File: config.mk
export PLATFORM = sky130hd
export DESIGN_NAME = inst_fetch_unit
export DESIGN_NICKNAME = d
export VERILOG_FILES = /design/src/rtl/inst_fetch_unit.sv
export SDC_FILE = /design/constraint.sdc
export NUM_CORES = 1
export LEC_CHECK = 0
export ABC_AREA = 1
export BUFFER_PORTS_ARGS = -buffer_cell sky130_fd_sc_hd__buf_2
export CAP_MARGIN = 10
export CELL_PAD_IN_SITES_DETAIL_PLACEMENT = 0
export CELL_PAD_IN_SITES_GLOBAL_PLACEMENT = 1
export CORE_MARGIN = 1.5
export CORE_UTILIZATION = 31
export CTS_CLUSTER_SIZE = 10
export DETAILED_ROUTE_END_ITERATION = 6
export GPL_ROUTABILITY_DRIVEN = 0
export PLACE_DENSITY_LB_ADDON = 0.1
export SYNTH_ARGS = -nofsm -noshare
export SYNTH_HDL_FRONTEND = slang
export SYNTH_SLANG_ARGS = --single-unit
File: constraint.sdc
create_clock -name clk -period 1.4 [get_ports clk]
set_input_delay 0.42 -clock clk [delete_from_list [all_inputs] [get_ports clk]]
set_output_delay 0.42 -clock clk [all_outputs]
set_load 0.05 [all_outputs]
File: src/rtl/inst_fetch_unit.sv
// rtl/inst_fetch_unit.sv - RISC-V fetch stage: PC, single-outstanding imem request, decode handshake
module inst_fetch_unit #(
  parameter logic [31:0] RESET_PC = 32'h0000_0000,
  parameter logic [31:0] NOP_INST = 32'h0000_0013
) (
  input  logic        clk,
  input  logic        rst,
  output logic        imem_req,
  output logic [31:0] imem_addr,
  input  logic        imem_rvalid,
  input  logic [31:0] imem_rdata,
  input  logic        redirect_valid,
  input  logic [31:0] redirect_pc,
  input  logic        inst_ready,
  output logic        inst_valid,
  output logic [31:0] inst_out,
  output logic [31:0] pc_out,
  output logic [31:0] pc_plus4,
  output logic        misaligned
);

  typedef enum logic [1:0] {S_REQ, S_WAIT, S_HOLD, S_DRAIN} state_e;

  state_e      state_q, state_d;
  logic [31:0] pc_q, pc_d;
  logic        valid_q, valid_d;
  logic [31:0] inst_q, inst_d;
  logic [31:0] pc_out_q, pc_out_d;
  logic [31:0] pc_plus4_q, pc_plus4_d;
  logic        mis_q, mis_d;

  always_comb begin
    state_d    = state_q;
    pc_d       = pc_q;
    valid_d    = valid_q;
    inst_d     = inst_q;
    pc_out_d   = pc_out_q;
    pc_plus4_d = pc_plus4_q;
    mis_d      = redirect_valid & (|redirect_pc[1:0]);

    if (redirect_valid) begin
      // A request issued in REQ, or still pending in WAIT/DRAIN, must be drained.
      pc_d    = {redirect_pc[31:2], 2'b00};
      valid_d = 1'b0;
      inst_d  = NOP_INST;
      unique case (state_q)
        S_REQ:   state_d = S_DRAIN;
        S_WAIT:  state_d = imem_rvalid ? S_REQ : S_DRAIN;
        S_HOLD:  state_d = S_REQ;
        S_DRAIN: state_d = imem_rvalid ? S_REQ : S_DRAIN;
        default: state_d = S_REQ;
      endcase
    end else begin
      unique case (state_q)
        S_REQ:   state_d = S_WAIT;
        S_WAIT: begin
          if (imem_rvalid) begin
            inst_d     = imem_rdata;
            pc_out_d   = pc_q;
            pc_plus4_d = pc_q + 32'd4;
            valid_d    = 1'b1;
            state_d    = S_HOLD;
          end
        end
        S_HOLD: begin
          if (inst_ready) begin
            pc_d    = pc_q + 32'd4;
            valid_d = 1'b0;
            state_d = S_REQ;
          end
        end
        S_DRAIN: begin
          if (imem_rvalid) state_d = S_REQ;
        end
        default: state_d = S_REQ;
      endcase
    end
  end

  always_ff @(posedge clk) begin
    if (rst) begin
      state_q    <= S_REQ;
      pc_q       <= RESET_PC;
      valid_q    <= 1'b0;
      inst_q     <= NOP_INST;
      pc_out_q   <= RESET_PC;
      pc_plus4_q <= RESET_PC + 32'd4;
      mis_q      <= 1'b0;
    end else begin
      state_q    <= state_d;
      pc_q       <= pc_d;
      valid_q    <= valid_d;
      inst_q     <= inst_d;
      pc_out_q   <= pc_out_d;
      pc_plus4_q <= pc_plus4_d;
      mis_q      <= mis_d;
    end
  end

  assign imem_req   = (state_q == S_REQ) & ~rst;
  assign imem_addr  = {pc_q[31:2], 2'b00};
  assign inst_valid = valid_q;
  assign inst_out   = inst_q;
  assign pc_out     = pc_out_q;
  assign pc_plus4   = pc_plus4_q;
  assign misaligned = mis_q;

endmodule
==> summary.txt <==
GRT
  • Initial antenna violation count: 0
  • First-pass GRT wire length: 32.0 mm
  • Total track usage: 0.223
  • GRT overflow: 0
  • Vias in the first global route: 6,014
  • Largest net degree at the start of global routing: 40

Timing
  • Total negative slack: -11,840 ps
  • Fin. max-slew vios: 0
  • Post-route clock period utilization: 1.17
  • Skew final: 6.81 ps
  • Maximum clock rate: 611 MHz
  • Final worst slack: -236 ps
  • Final setup viols: 114
  • Min Tclk post-route: 1640 ps
  • Unrepaired setup endpoints after global routing: yes
  • Final Hold Viols: 0

Logic synthesis
  • Synthesized area: 5620 um^2
  • Seq/Total Area, Yosys: 0.449
  • Synthesized flop and latch total: 126
  • Post-synth cell types: 36
  • Async SR Flop Fraction: 0
  • Synthesis Warnings: 0
  • Post-Synthesis Cells: 793
  • Post-synth EDFFs: 0
  • Avg Inst Size Synth: 7.08 um^2
  • Top FF cell, synth: dfxtp_1

Critical path
  • R2R cell count: 9
  • Arrival time at the worst endpoint: 1220 ps
  • CP Class: reg -> out
  • Reg-to-reg endpoint: pc_q[20]
  • Crit end category: primary output
  • Startpoint types: flop
  • CP max FO: 2
  • Reg2Reg Setup Slack: -230 ps
  • FF-to-FF Start: pc_q[3]
  • CP Data Required Time: 980 ps

Clocking
  • Num Clock Sinks: 126
  • H-tree Lvls: 4
  • Clock buffer depth: 2
  • CTS Buf Count: 17
  • Clock root buffer: clkbuf_16
  • Hold Buf Count CTS: 0
  • TritonCTS clock tree: built
  • Clock latency on the worst-skew pair: 430 ps
  • Clock transition at path regs: 60 ps

Drt
  • Final WL: 23.1 mm
  • Detailed Routing Iterations Pass 1: 4
  • Vias: 6,408
  • 1st-iter DRT viols: 273
  • DR top layer: met4
  • WL met2: 11.6 mm
  • Residual DRC: 0
  • Post-DR vias/cell: 4.70
  • DR WL/cell: 17.0 um
  • Antenna Nets Post-Route: 0
  • Metal-1 WL: 9.80 mm
  • Met3 WL: 1.38 mm

Worst hold path
  • Hold Startpoint: imem_rdata[27]
  • Worst Hold End: inst_out[27]
  • Hold Crit Class: in -> reg
  • Worst Hold Path Cells: 3

Floorplan
  • Core region area: 17,800 um^2
  • Rows: 49
  • I/O pin count: 200
  • Starting Density: 0.315
  • Chip width: 138 um
  • Die ar.: 18,900 um^2
  • Die height: 138 um

Run status
  • Status: complete, but fails checks
  • Violated checks: negative setup slack

Final layout
  • Most frequent cells in the layout: 138 x buf_6, 124 x nand2_1, 117 x nor2_1
  • Final non-filler cell total: 1,363
  • Area grow syn2layout: 90.5%
  • Commonest non-fill, non-tap cell in the layout: buf_6
  • Layout cell share with drive strength beyond 1: 0.557
  • Final nets: 1,191
  • # diodes: 0
  • Final Instance Area: 10,700 um^2

Power and ir drop
  • Seq pwr share: 0.368
  • Pint: 0.00723 W
  • PwrDens: 1000 nW/um^2
  • Sw power: 0.00349 W
  • Pleak: 4.78 nW
  • Total power: 0.0107 W
  • Clk network pwr share: 0.381
  • Comb pwr share: 0.251
  • Sw frac: 0.325
  • Maximum VDD drop: 878 uV

Place
  • Inst Count DP: 1,257
  • Port bufs: 193
  • Hpwl dp: 14.1 mm
  • Area after DPL: 7500 um^2

Job
  • Max-Cap Viols: 0
[how the worst max path moves through the flow]
stage	startpoint	endpoint	slack, ps	cells past startpoint
2_1_floorplan	rst	imem_req	-160	3
3_3_place_gp	pc_q[4]	pc_plus4[23]	-150	7
3_5_place_dp	inst_ready	pc_q[10]	-150	7
4_1_cts	state_q[0]	imem_req	-260	3
5_1_grt	pc_q[3]	pc_q[20]	-290	9
6_report	state_q[0]	imem_req	-240	3
[kinds of logic after synthesis]
group	count (synthesis)	synth area share
and+or+nand+nor	350	0.267
AOI/OAI and AO/OA	180	0.167
DFF	126	0.449
buffers and inverters	122	0.0898
xor gates and xnor gates	13	0.0243
adders and majority gates	1	0.00223
other	1	0.000668
[power groups by stage]
stage,registers (W),logic [W],clock network (W)
finish,0.00394,0.00269,0.00408
global route,0.00396,0.00285,0.00431
CTS,0.00391,0.00230,0.00415
detailed placement,0.00396,0.00185,0
global placement,0.00396,0.00185,0
floorplan,0.00457,0.000586,0
[worst max-delay path, stage by stage (launching register included)]
cell and delay [ps]:
dfxtp_2 320, buf_6 110, nor3_4 170, buf_6 180
[sequential cells by signal, summed over array words and instances, names as in the netlist]
| name | cells |
|---|---|
| inst_out | 32 |
| pc_out | 30 |
| pc_plus4 | 30 |
| pc_q | 30 |
| state_q | 2 |
| inst_valid | 1 |
| misaligned | 1 |
[metrics by stage]
| stage | hold slack (ps) | util | worst slack (ps) |
|---|---|---|---|
| final | 188 | 0.599 | -236 |
| after global routing | 193 | 0.599 | -294 |
| after CTS | 185 | 0.533 | -256 |
| after detailed placement | 438 | 0.421 | -154 |
| after global placement | 434 | 0.421 | -153 |
| after floorplan | 547 | - | -160 |
[routing by layer]
metal  global-route usage  vias to the layer above
met5                    0                        -
met4               0.0585                        0
li1                     -                     3186
met2                0.369                      170
met3               0.0670                       20
met1                0.282                     3032
[Yosys cell counts, types with 2 or more instances]
master / number / area share
xor2_2: 3 / 0.0087
nand4_1: 6 / 0.0067
buf_2: 12 / 0.011
inv_2: 4 / 0.0027
inv_1: 72 / 0.048
nand3_1: 23 / 0.020
nor2_1: 144 / 0.096
a21oi_1: 60 / 0.053
o211ai_1: 2 / 0.0027
clkbuf_1: 22 / 0.015
nor3_1: 4 / 0.0036
nand2_2: 6 / 0.0067
nand3_2: 2 / 0.0036
dfxtp_1: 126 / 0.45
o21ai_0: 101 / 0.090
nand2_1: 146 / 0.098
nor2_2: 6 / 0.0067
buf_4: 8 / 0.011
xor2_1: 10 / 0.016
buf_1: 3 / 0.0020
a21oi_2: 4 / 0.0062
o21ai_1: 5 / 0.0045
a31oi_1: 4 / 0.0045
nor2_4: 8 / 0.016
[area by class of cell]
cell class	instances	area [um^2]
Clock buffer	19	443
Tap cell	229	287
Inverter	76	298
Fill cell	1625	7150
Timing Repair Buffer	350	3700
Clock inverter	13	92.6
Sequential cell	126	2690
Multi-Input combinational cell	550	3190
[timing repair]
| action | CTS | global route |
|---|---|---|
| cloned | 5 | 16 |
| resized for setup | 336 | 271 |
| setup buffers | 36 | 24 |
| setup endpoints to repair | 175 | 201 |
| hold endpoints to repair | 0 | 0 |
| pin swaps | 19 | 74 |
(Power assumes the default switching activity.)
